**src/rtl/debug_pkg.sv**
```systemverilog
// -----------------------------------------------------------------------------
// debug_pkg
// Shared definitions for the pipeline debug controller:
//   - FSM state encoding
//   - default command byte values (ASCII 'c', 's', 'd', 'p')
//   - dump framing constants
// -----------------------------------------------------------------------------
package debug_pkg;

  typedef enum logic [2:0] {
    ST_IDLE = 3'd0,
    ST_RUN  = 3'd1,
    ST_STEP = 3'd2,
    ST_LOAD = 3'd3,
    ST_SEND = 3'd4,
    ST_WAIT = 3'd5
  } state_e;

  localparam logic [7:0] DEF_CMD_RUN   = 8'h63;
  localparam logic [7:0] DEF_CMD_STEP  = 8'h73;
  localparam logic [7:0] DEF_CMD_DUMP  = 8'h64;
  localparam logic [7:0] DEF_CMD_PAUSE = 8'h70;

  localparam int BYTES_PER_WORD = 4;
  localparam int BYTE_CNT_W     = 2;

endpackage

```
**src/rtl/debug_ctrl_edge_detect.sv**
```systemverilog
// -----------------------------------------------------------------------------
// edge_detect
// Produces a single-clock pulse on the rising edge of a level input by
// comparing it with a registered copy. A level held high yields one pulse.
//
// Ports:
//   clock  in   board clock
//   reset  in   asynchronous, active-high; registered copy clears to 0
//   level  in   level-type flag to watch
//   pulse  out  high for the clock where level is 1 and its copy is 0
// -----------------------------------------------------------------------------
module edge_detect (
  input  logic clock,
  input  logic reset,
  input  logic level,
  output logic pulse
);

  logic level_q;
  logic level_d;

  always_comb begin
    level_d = level;
  end

  always_ff @(posedge clock or posedge reset) begin
    if (reset) begin
      level_q <= 1'b0;
    end else begin
      level_q <= level_d;
    end
  end

  assign pulse = level & ~level_q;

endmodule

```
**src/rtl/debug_ctrl.sv**
```systemverilog
// -----------------------------------------------------------------------------
// debug_ctrl
// Pipeline debug session sequencer. Single-byte commands arriving from the
// UART receiver run, single-step or pause the pipeline clock-enable. After
// every stop a dump of DUMP_WORDS 32-bit words is streamed little-endian
// through the UART transmitter, one byte per tx handshake.
//
// Optional build macro: DEBUG_CYCLE_COUNT_EN
//   When defined, a 32-bit counter of pipe_enable clocks (wrapping, cleared
//   only by reset) is appended to each dump as four extra little-endian bytes.
//
// Ports:
//   clock        in   board clock
//   reset        in   asynchronous, active-high
//   rx_done      in   receiver done flag (level)
//   rx_data[7:0] in   received byte, valid while rx_done is high
//   tx_done      in   transmitter byte-complete flag (level)
//   tx_start     out  one-clock request to send tx_data
//   tx_data[7:0] out  byte to send, stable until the tx_done rising edge
//   halt         in   pipeline reached a halt instruction
//   pipe_enable  out  pipeline clock-enable
//   dump_addr    out  dump word select
//   dump_data    in   combinational word at dump_addr
//   busy         out  high whenever the FSM is not idle
//
// State table:
//   ST_IDLE | waiting for a command byte
//   ST_RUN  | pipeline running until halt or pause
//   ST_STEP | pipeline enabled for a single clock
//   ST_LOAD | capture dump word (or cycle count) into the shift register
//   ST_SEND | pulse tx_start with the low byte of the shift register
//   ST_WAIT | wait for tx_done rising edge, then advance byte/word
// -----------------------------------------------------------------------------
module debug_ctrl
  import debug_pkg::*;
#(
  parameter int         DUMP_WORDS = 32,
  parameter int         ADDR_W     = 5,
  parameter logic [7:0] CMD_RUN    = DEF_CMD_RUN,
  parameter logic [7:0] CMD_STEP   = DEF_CMD_STEP,
  parameter logic [7:0] CMD_DUMP   = DEF_CMD_DUMP,
  parameter logic [7:0] CMD_PAUSE  = DEF_CMD_PAUSE
) (
  input  logic              clock,
  input  logic              reset,
  input  logic              rx_done,
  input  logic [7:0]        rx_data,
  input  logic              tx_done,
  output logic              tx_start,
  output logic [7:0]        tx_data,
  input  logic              halt,
  output logic              pipe_enable,
  output logic [ADDR_W-1:0] dump_addr,
  input  logic [31:0]       dump_data,
  output logic              busy
);

  state_e                  state_q, state_d;
  logic [ADDR_W-1:0]       addr_q, addr_d;
  logic [31:0]             shift_q, shift_d;
  logic [BYTE_CNT_W-1:0]   byte_cnt_q, byte_cnt_d;

  logic rx_evt;
  logic tx_evt;
  logic cmd_run, cmd_step, cmd_dump, cmd_pause;
  logic last_byte;
  logic last_word;

`ifdef DEBUG_CYCLE_COUNT_EN
  logic [31:0] cyc_cnt_q, cyc_cnt_d;
  // Set once the data words are done and the trailing count word is in flight.
  logic        tail_q, tail_d;
`endif

  edge_detect u_rx_edge (
    .clock (clock),
    .reset (reset),
    .level (rx_done),
    .pulse (rx_evt)
  );

  edge_detect u_tx_edge (
    .clock (clock),
    .reset (reset),
    .level (tx_done),
    .pulse (tx_evt)
  );

  assign cmd_run   = rx_evt && (rx_data == CMD_RUN);
  assign cmd_step  = rx_evt && (rx_data == CMD_STEP);
  assign cmd_dump  = rx_evt && (rx_data == CMD_DUMP);
  assign cmd_pause = rx_evt && (rx_data == CMD_PAUSE);

  assign last_byte = (byte_cnt_q == BYTE_CNT_W'(BYTES_PER_WORD - 1));
  assign last_word = (addr_q == ADDR_W'(DUMP_WORDS - 1));

  // State and datapath registers
  always_ff @(posedge clock or posedge reset) begin
    if (reset) begin
      state_q    <= ST_IDLE;
      addr_q     <= '0;
      shift_q    <= '0;
      byte_cnt_q <= '0;
`ifdef DEBUG_CYCLE_COUNT_EN
      cyc_cnt_q  <= '0;
      tail_q     <= 1'b0;
`endif
    end else begin
      state_q    <= state_d;
      addr_q     <= addr_d;
      shift_q    <= shift_d;
      byte_cnt_q <= byte_cnt_d;
`ifdef DEBUG_CYCLE_COUNT_EN
      cyc_cnt_q  <= cyc_cnt_d;
      tail_q     <= tail_d;
`endif
    end
  end

  // Next-state and datapath logic
  always_comb begin
    state_d    = state_q;
    addr_d     = addr_q;
    shift_d    = shift_q;
    byte_cnt_d = byte_cnt_q;
`ifdef DEBUG_CYCLE_COUNT_EN
    tail_d     = tail_q;
`endif

    case (state_q)
      ST_IDLE: begin
        // A halted pipeline cannot run; go straight to the dump.
        if (cmd_run) begin
          state_d = halt ? ST_LOAD : ST_RUN;
        end else if (cmd_step) begin
          state_d = halt ? ST_LOAD : ST_STEP;
        end else if (cmd_dump) begin
          state_d = ST_LOAD;
        end
      end

      ST_RUN: begin
        // halt has priority over a pause arriving in the same clock
        if (halt) begin
          state_d = ST_LOAD;
        end else if (cmd_pause) begin
          state_d = ST_IDLE;
        end
      end

      ST_STEP: begin
        state_d = ST_LOAD;
      end

      ST_LOAD: begin
`ifdef DEBUG_CYCLE_COUNT_EN
        shift_d = tail_q ? cyc_cnt_q : dump_data;
`else
        shift_d = dump_data;
`endif
        byte_cnt_d = '0;
        state_d    = ST_SEND;
      end

      ST_SEND: begin
        state_d = ST_WAIT;
      end

      ST_WAIT: begin
        if (tx_evt) begin
          shift_d    = shift_q >> 8;
          byte_cnt_d = byte_cnt_q + BYTE_CNT_W'(1);
          if (!last_byte) begin
            state_d = ST_SEND;
          end else if (!last_word) begin
            addr_d  = addr_q + ADDR_W'(1);
            state_d = ST_LOAD;
          end else begin
`ifdef DEBUG_CYCLE_COUNT_EN
            // dump_addr parks on the last word while the count is sent.
            if (!tail_q) begin
              tail_d  = 1'b1;
              state_d = ST_LOAD;
            end else begin
              tail_d  = 1'b0;
              addr_d  = '0;
              state_d = ST_IDLE;
            end
`else
            addr_d  = '0;
            state_d = ST_IDLE;
`endif
          end
        end
      end

      default: begin
        state_d = ST_IDLE;
      end
    endcase
  end

  // Moore outputs
  always_comb begin
    pipe_enable = 1'b0;
    tx_start    = 1'b0;
    busy        = 1'b1;
    case (state_q)
      ST_IDLE: busy        = 1'b0;
      ST_RUN:  pipe_enable = 1'b1;
      ST_STEP: pipe_enable = 1'b1;
      ST_SEND: tx_start    = 1'b1;
      default: ;
    endcase
  end

  // The shift register drains to zero after the last byte, so tx_data
  // idles at 0 between dumps.
  assign tx_data   = shift_q[7:0];
  assign dump_addr = addr_q;

`ifdef DEBUG_CYCLE_COUNT_EN
  always_comb begin
    cyc_cnt_d = cyc_cnt_q + (pipe_enable ? 32'd1 : 32'd0);
  end
`endif

endmodule

```
**config.mk**
```make
export PLATFORM = sky130hd
export DESIGN_NAME = debug_ctrl
export DESIGN_NICKNAME = d
export VERILOG_FILES = /design/src/rtl/debug_pkg.sv /design/src/rtl/debug_ctrl_edge_detect.sv /design/src/rtl/debug_ctrl.sv
export SDC_FILE = /design/constraint.sdc
export NUM_CORES = 1
export LEC_CHECK = 0
export CAP_MARGIN = 15
export CORE_UTILIZATION = 36
export CTS_BUF_LIST = sky130_fd_sc_hd__clkbuf_16
export CTS_CLUSTER_DIAMETER = 50
export DETAILED_ROUTE_END_ITERATION = 12
export GPL_TIMING_DRIVEN = 0
export PLACE_DENSITY = 0.65
export SLEW_MARGIN = 15
export SYNTH_ARGS = -nofsm -noshare
export SYNTH_HDL_FRONTEND = slang
export SYNTH_SLANG_ARGS = --single-unit
export TNS_END_PERCENT = 10
```
**constraint.sdc**
```tcl
create_clock -name clock -period 1.6 [get_ports clock]
set_input_delay 0.16 -clock clock [delete_from_list [all_inputs] [get_ports clock]]
set_output_delay 0.16 -clock clock [all_outputs]
set_load 0.02 [all_outputs]
```
# Word level (Yosys, flattened, before mapping)
# Index checks and enable logic that the tools add are counted.
[classes] n_bitwise=4 n_eq_ne=14 n_addsub=2 muxes=19 n_reduce_logical=10
[ops] op="32-bit one-hot mux with 2 select lines" n=1
[ops] op="8-bit by 7-bit == test with 1-bit output, second input constant" n=4
[ops] op="32-bit 2-to-1 mux" n=1
[ops] op="3-bit 2-to-1 mux" n=7
[ops] op="3-bit one-hot mux with 6 select lines" n=1
[ops] op="3-bit by 2-bit == test with 1-bit output, second input constant" n=2
[ops] op="3-bit == test, second input constant" n=2
[ops] op="2-bit 2-to-1 mux" n=3
[ops] op="3-bit AND reduction" n=2
[ops] op="5-bit by 1-bit adder with 5-bit output, second input constant" n=1
[ops] op="5-bit == test, second input constant" n=1
[ops] op="5-bit 2-to-1 mux" n=1
[ops] op="1-bit logical AND" n=4
[ops] op="1-bit 2-to-1 mux" n=4
[ops] op="4-bit != test, second input constant" n=1
[ops] op="2-bit one-hot mux with 2 select lines" n=1
[ops] op="3-bit by 1-bit == test with 1-bit output, second input constant" n=1
[ops] op="3-bit zero test" n=1
[ops] op="3-bit != test, second input constant" n=1
[ops] op="2-bit by 1-bit adder with 2-bit output, second input constant" n=1
[ops] op="1-bit bitwise AND" n=2
[ops] op="2-bit == test, second input constant" n=1
[ops] op="2-bit != test, second input constant" n=1
[ops] op="1-bit NOT" n=2
[ops] op="3 further kinds" n=3
[totals] regBits=44 in_bits=45

# Longest topological paths before layout
# Gate-level depths: netlist of the first run.
[logic_depth] word_depth=7 ltp_mapped=7

# Cells and area by module
# From an unflattened synthesis of the first run, not the netlist that was laid out.
[hier_totals] hier_cells=213 area_unflattened_um2=2205.9
[by_module_without_submodules] module="debug_ctrl" area_per_inst_um2=2120.8 n_inst=1 cells_each=207
[by_module_without_submodules] module="edge_detect" area_per_inst_um2=42.5 n_inst=2 cells_each=3

# Least setup slack after synthesis of the first run
# No wires, ideal clock.
[synth_path] path_type="register -> register" startpoint="register addr_q[0] (netlist: dump_addr[0])" endpoint="register state_q[0]" arrival_ps=1695 slack_ps=-185 path_stages_with_launch=8 setup_time_ps=90 path_cell_list="dfrtp_1 > ha_1 > and3_1 > ha_1 > nand2b_1 > a311oi_1 > a21oi_1 > o221ai_1"
[synth_via] elab_chain_cells=5
[synth_lines] element="start: declaration" line="debug_ctrl.sv:59" source="logic [ADDR_W-1:0] addr_q, addr_d;"
[synth_lines] element="start signal: assignment" line="debug_ctrl.sv:110" source="addr_q <= addr_d;"
[synth_lines] element="5-bit == test" line="debug_ctrl.sv:95" source="assign last_word = (addr_q == ADDR_W'(DUMP_WORDS - 1));"
[synth_lines] element="2-bit 2-to-1 mux" line="debug_ctrl.sv:175" source="end else if (!last_word) begin"
[synth_lines] element="3-bit 2-to-1 mux" line="debug_ctrl.sv:173" source="if (!last_byte) begin"
[synth_lines] element="3-bit 2-to-1 mux" line="debug_ctrl.sv:170" source="if (tx_evt) begin"
[synth_lines] element="3-bit one-hot mux with 6 select lines" line="debug_ctrl.sv:130" source="case (state_q)"
[synth_lines] element="end signal: assignment" line="debug_ctrl.sv:109" source="state_q <= state_d;"
[synth_lines] element="end: declaration" line="debug_ctrl.sv:58" source="state_e state_q, state_d;"
# Every way passes these cells. The select of a mux whose other input is x is not followed.
# A chain may end at the register's enable or synchronous reset.

# Final worst setup path of the first run
[layout_path] startpoint="register state_q[0]" endpoint="output port pipe_enable"
[layout_via] elab_chain_cells=3
[layout_lines] element="3-bit by 1-bit == test with 1-bit output / 3-bit by 2-bit == test with 1-bit output (equally long branches)" line="debug_ctrl.sv:208" source="case (state_q)"
[layout_lines] element="2-bit OR reduction (no source line) *"
[layout_lines] element="1-bit 2-to-1 mux *" line="debug_ctrl.sv:208"
[layout_lines] element="end: declaration" line="debug_ctrl.sv:52" source="output logic pipe_enable,"
# Mark *: on every way between the ends. The rest lies on a longest branch, timed or not.

==> impl_metrics.yaml, run 1 <==
outcome:
  status: "finished with violations"
  violations: "setup timing"
clock_tree:
  htreeDepth: 2
  tritoncts: "done"
  clk_latency_ns: 0.28
  cts_sinks: 44
  clkTransAtPathRegs_ns: 0.06
  cts-root-buf: "clkbuf_16"
  numCtsBuffers: 5
  cts_max_path_buffers: 2
timing:
  period_minus_slack_ns: 1.614
  skew_ns: 0.006838
  worst_slack_ns: -0.01389
  setup_viol_count_final: 2
  rsz0062_at_grt: "yes"
  slew_violations: 0
  timing.final.crit_share_pct: 100.9
  fmax_ghz: 0.6196
  tightestPinTransition_ns: 0.5184
  relSlewSlack_pct: 65.39
  hold_viol_final: 0
synth:
  ys_seq_area_share_pct: 49.58
  ys_types: 38
  syn-instance-count: 240
  synth_edf_count: 0
  synth_fp_nets: 288
  netlist_area_um2: 2221
  synth_commonest_cells: "nand2_1 (52), dfrtp_1 (44), nor2_1 (31)"
  async_reset_ff_share_pct: 100.0
  synth.largest_area_cell: "dfrtp_1"
  synth_area_leaders: "dfrtp_1 (50%), nand2_1 (8.8%), a31oi_1 (7.0%), nor2_1 (5.2%), buf_4 (4.1%)"
  ys.flop_type: "dfrtp_1"
  synth_seq_cells: 44
  ys.warnings.count: 0
  synth_top_area_share_pct: 49.58
  avgSynthCellArea_um2: 9.254
  yosysMostFrequentCell: "nand2_1"
worst_setup_path:
  critPathArrivalTime_ns: 1.45
  slowest_delay_ns: 0.38
  crit_fanout: 10
  cp_cell_sequence: "buf_2 -> nand2b_1 -> a21oi_1 -> clkdlybuf4s15_2"
  setup.worst_path.start_class: "flip-flop"
  crit_path_end_kind: "output pin"
  cp_slowest_cell: "dfrtp_1"
  crit_type: "flip-flop to output pin"
  rrSetupSlack_ns: -0.01
  cp_top_family: "buffers and inverters"
  r2r_start: "dump_addr[0]"
  worstPathRequired_ns: 1.44
  critPathBufInv: 2
  reg2reg_to: "state_q[0]"
  rr_worst_depth: 7
layout:
  final_cells: 387
  final_layout_size_suffix_gt1_share_pct: 16.35
  insertedDiodeCount: 0
  finish.utilization_pct: 54.27
  syn2layout_area_growth_pct: 44.68
  layout.nets: 359
drt:
  post-route-drc-count: 0
  dr.first_iter.drc_count: 145
  via_per_inst: 5.010
  routed_wl_um: 5089
  ant_nets: 0
  wl_per_cell_um: 13.15
  vias: 1939
  dr.pass1.iters: 4
die:
  rows: 28
  dieWidth_um: 80.55
  die_h_um: 80.55
  pin_count: 61
  core_area_um2: 5921
  start_util_pct: 37.51
  die_area_um2: 6488
grt:
  antenna_found_initial: 0
  grt_usage_pct: 17.12
  grt_pass1_wl_um: 8418
  grt_pass1_vias: 1791
  grt_max_degree: 24
  overflow: 0
run:
  cap_violations: 0
power_and_ir_drop:
  peakVddDrop_uv: 794.8
  p_per_area_nw_per_um2: 1667
  seq_power_share_pct: 34.5
  p_comb_share_pct: 44.2
  power.internal_uw: 3493
  sw_frac_of_total_pct: 34.80
  switching_power_uw: 1864
  clock_power_share_pct: 21.4
  p_leak_uw: 0.001380
place:
  placed_cells: 376
  port-buffer-count: 60
  gp_congestion: 0.7794
  hpwl_um: 3716
worst_hold_path:
  hold_path_class: "input pin to async pin"
## flip-flops by register name, indices dropped and copies added, names as in the netlist
register and cells:
u_rx_edge.level_q 1, dump_addr 5, u_tx_edge.level_q 1, byte_cnt_q 2
shift_q 32, state_q 3
## worst max path at each step
| stage | from | to | slack, ns | depth (start not counted) |
|---|---|---|---|---|
| 2_1_floorplan | dump_addr[0] | state_q[0] | -0.004 | 7 |
| 3_3_place_gp | reset | dump_addr[0] | -0.65 | 2 |
| 3_5_place_dp | rx_data[5] | state_q[1] | -0.23 | 5 |
| 4_1_cts | state_q[2] | tx_start | -0.005 | 4 |
| 5_1_grt | state_q[0] | pipe_enable | -0.08 | 4 |
| 6_report | state_q[0] | pipe_enable | -0.01 | 4 |
## cells in the final DEF, fill, tap and decap left out, types with 3 or more instances in the layout
cell / netlist / routed
buf_6: 0 / 3
buf_4: 12 / 14
a21oi_1: 4 / 4
nand2b_1: 5 / 4
clkdlybuf4s50_1: 0 / 57
clkbuf_16: 0 / 5
nand2_1: 52 / 52
a31oi_1: 25 / 25
clkbuf_2: 0 / 4
dfrtp_1: 44 / 42
and2_1: 3 / 3
nor2_1: 31 / 30
nand3_1: 3 / 3
o21ai_0: 4 / 4
a22o_1: 8 / 8
## layout make-up
type                    instances  area (um^2)
flip-flops and latches         44         1104
repair buffers                 64        646.9
plain buffers                  22        156.4
multi-input cells             171         1033
inverters                       3        11.26
fillers                       541         2708
clock inverters                 3        42.54
clock buffers                   5        125.1
well taps                      75        93.84
## per-layer routing
| metal | share of wire [%] | GRT usage (%) |
|---|---|---|
| met5 | 0 | 0 |
| met4 | 0.49 | 5.179 |
| met3 | 4.8 | 4.205 |
| met2 | 46 | 26.61 |
| met1 | 48 | 23.37 |
## power by group through the flow
stage | Clock [uW] | Combinational (uW) | Sequential [uW]
2_1_floorplan | 0 | 1580 | 1810
3_3_place_gp | 0 | 2230 | 1850
3_5_place_dp | 0 | 2270 | 1860
4_1_cts | 1160 | 2290 | 1850
5_1_grt | 1210 | 2620 | 1910
6_report | 1150 | 2370 | 1850
## worst reg2reg max path, stage by stage, from the launching register on
cell	delay, ns
dfrtp_2	0.44
ha_4	0.18
and3_4	0.18
ha_4	0.17
nand2b_4	0.15
a311oi_2	0.20
a21oi_1	0.07
o221ai_1	0.14
## repair_timing
item                                    in CTS  in global routing
pin swaps                                    0                  1
setup buffers                                0                  3
resized for setup                           11                 16
hold buffers                                 0                  0
endpoints found under the setup margin      24                 36
## cell families (layout without fill, tap and decap cells)
| logic type | after synthesis | after routing | share of synthesized area [%] |
|---|---|---|---|
| flip-flops | 44 | 44 | 49.58 |
| AND/OR/NAND/NOR | 117 | 117 | 26.20 |
| adder cells (fa/ha/maj) | 3 | 3 | 1.690 |
| multiplexers | 2 | 2 | 1.014 |
| AO/OA/AOI/OAI | 49 | 49 | 14.99 |
| buffers and inverters | 25 | 97 | 6.535 |
## stage by stage
stage	power (uW)	cell area [um^2]	hold WS [ns]	worst slack, ns	setup TNS, ns
2_1_floorplan	3385	2246	0.1914	-0.004150	-0.004150
3_3_place_gp	4075	2940	0.4873	-0.6507	-26.48
3_5_place_dp	4138	2968	0.4818	-0.2292	-3.639
4_1_cts	5293	3163	0.2581	-0.005353	-0.01186
5_1_grt	5745	3213	0.2881	-0.08194	-0.4783
6_report	5357	3213	0.2385	-0.01389	-0.02384
(Power assumes the default switching activity.)
==> run 2: changes to the inputs <==
--- a/config.mk
+++ b/config.mk
@@ -7,7 +7,7 @@
 export LEC_CHECK = 0
 export CAP_MARGIN = 15
 export CORE_UTILIZATION = 36
-export CTS_BUF_LIST = sky130_fd_sc_hd__clkbuf_16
+export CTS_BUF_LIST = sky130_fd_sc_hd__clkbuf_4 sky130_fd_sc_hd__clkbuf_8 sky130_fd_sc_hd__clkbuf_16
 export CTS_CLUSTER_DIAMETER = 50
 export DETAILED_ROUTE_END_ITERATION = 12
 export GPL_TIMING_DRIVEN = 0
==> impl_metrics.yaml, run 2 (same netlist as run 1, synthesis figures left out) <==
layout:
  layout_common_cells: "clkdlybuf4s50_1 (57), nand2_1 (52), dfrtp_1 (42)"
  insertedDiodeCount: 0
  finish.utilization_pct: 53.44
  fillers: 548
  syn2layout_area_growth_pct: 42.48
  final_common_cell: "clkdlybuf4s50_1"
  final_layout_size_suffix_gt1_share_pct: 17.31
  largest_reg_flops: 32
  top_register: "shift_q"
  layout.nets: 359
power_and_ir_drop:
  peakVddDrop_uv: 749.3
  p_per_area_nw_per_um2: 1615
  p_leak_uw: 0.001364
timing:
  slew_violations: 0
  worst_slack_ns: -0.01070
  timing.final.crit_share_pct: 100.7
  skew_ns: 0.01182
  fmax_ghz: 0.6208
  tightestPinTransition_ns: 0.5175
  relSlewSlack_pct: 65.45
  setup_viol_count_final: 1
  fin_hold_ws_ns: 0.2103
  hold_viol_final: 0
  period_minus_slack_ns: 1.611
  rsz0062_at_grt: "yes"
worst_hold_path:
  hold_path_class: "input pin to async pin"
place:
  port-buffer-count: 60
  gp_congestion: 0.7794
  hpwl_um: 3716
clock_tree:
  tritoncts: "done"
  clkTransAtPathRegs_ns: 0.08
  cts_max_path_buffers: 2
  htreeDepth: 2
  cts-root-buf: "clkbuf_8"
  numCtsBuffers: 5
  ctsHoldBuffers: 0
  clk_latency_ns: 0.31
  cts_sinks: 44
worst_setup_path:
  slowest_delay_ns: 0.45
  worstPathRequired_ns: 1.82
  reg2reg_to: "state_q[0]"
  r2r_start: "dump_addr[0]"
  cp_slowest_cell: "dfrtp_2"
  cp_cell_sequence: "ha_4 -> and3_4 -> ha_4 -> nand2b_4 -> a311oi_2 -> a21oi_1 -> o221ai_1"
  setup.worst_path.start_class: "flip-flop"
  cp_top_family: "flip-flops"
  rrSetupSlack_ns: -0.01
  crit_type: "flip-flop to flip-flop"
  crit_top_cell: "ha_4"
  rr_worst_depth: 7
  critPathBufInv: 0
  crit_fanout: 6
  crit_path_end_kind: "flip-flop"
  critPathArrivalTime_ns: 1.83
die:
  start_util_pct: 37.51
  die_area_um2: 6488
  pin_count: 61
  dieWidth_um: 80.55
  die_h_um: 80.55
  rows: 28
  core_area_um2: 5921
drt:
  ant_nets: 0
  vias: 1919
  via_per_inst: 4.959
  dr.first_iter.drc_count: 108
  wl_per_cell_um: 13.07
  post-route-drc-count: 0
  routed_wl_um: 5060
  dr.pass1.iters: 4
outcome:
  violations: "setup timing"
  status: "finished with violations"
run:
  cap_violations: 0
grt:
  overflow: 0
  grt_max_degree: 24
  grt_pass1_vias: 1754
  grt_usage_pct: 17.07
  grt_pass1_wl_um: 8362
  antenna_found_initial: 0
run 2: changes by cell type in the layout (fill, tap and decap cells not counted), sizes merged:
cell           delta
clkinv            -1
clkbuf            +2
buf               +1
clkdlybuf4s15     -2
run 2: layer usage:
| layer | routed length (um) | vias up | part of all wire (%) | global-route usage [%] |
|---|---|---|---|---|
| li1 | - | 976 | - | - |
| met1 | 2479 | 894 | 49 | 23.27 |
| met2 | 2275 | 43 | 45 | 26.27 |
| met3 | 240 | 6 | 4.7 | 4.205 |
| met4 | 65 | 0 | 1.3 | 5.714 |
| met5 | 0 | - | 0 | 0 |
run 2: per-stage QoR:
step / power, uW / setup WS (ns) / cell area (um^2) / cells / TNS [ns]
global placement: 4075 / -0.6507 / 2940 / 375 / -26.48
detailed placement: 4138 / -0.2292 / 2968 / 376 / -3.639
finish: 5109 / -0.01070 / 3164 / 387 / -0.01070
CTS: 5048 / -0.01055 / 3119 / 384 / -0.02031
floorplan: 3385 / -0.004150 / 2246 / 240 / -0.004150
global route: 5479 / -0.08267 / 3164 / 387 / -0.3237
run 2: cell type report:
| type | instances | area, um^2 | share of cell area (%) |
|---|---|---|---|
| plain buffers | 22 | 158.9 | 5.022 |
| clock buffers | 6 | 82.58 | 2.610 |
| clock inverters | 2 | 38.79 | 1.226 |
| inverters | 3 | 11.26 | 0.3559 |
| multi-input cells | 171 | 1040 | 32.86 |
| flip-flops and latches | 44 | 1104 | 34.88 |
| well taps | 75 | 93.84 | 2.966 |
| repair buffers | 64 | 635.6 | 20.09 |
run 2: worst register-to-register path: stages, from the launching register on:
cell and delay [ns]:
dfrtp_2 0.45, ha_4 0.18, and3_4 0.18, ha_4 0.17
nand2b_4 0.15, a311oi_2 0.20, a21oi_1 0.07, o221ai_1 0.14
run 2: repair_timing:
action,CTS,global route
endpoints found under the setup margin,24,36
setup buffers,0,3
gates resized for setup,16,18
pin swaps,0,1
gates cloned,0,0
run 2: report_power, final:
part / switching (uW) / internal, uW
clock: 393 / 511
combinational: 1190 / 1170
sequential: 264 / 1580
run 2: worst max path at each step:
stage | endpoint | start | slack, ns | depth (start not counted)
2_1_floorplan | state_q[0] | dump_addr[0] | -0.004 | 7
3_3_place_gp | dump_addr[0] | reset | -0.65 | 2
3_5_place_dp | state_q[1] | rx_data[5] | -0.23 | 5
4_1_cts | shift_q[18] | state_q[2] | -0.01 | 6
5_1_grt | state_q[1] | dump_addr[0] | -0.08 | 7
6_report | state_q[0] | dump_addr[0] | -0.01 | 7
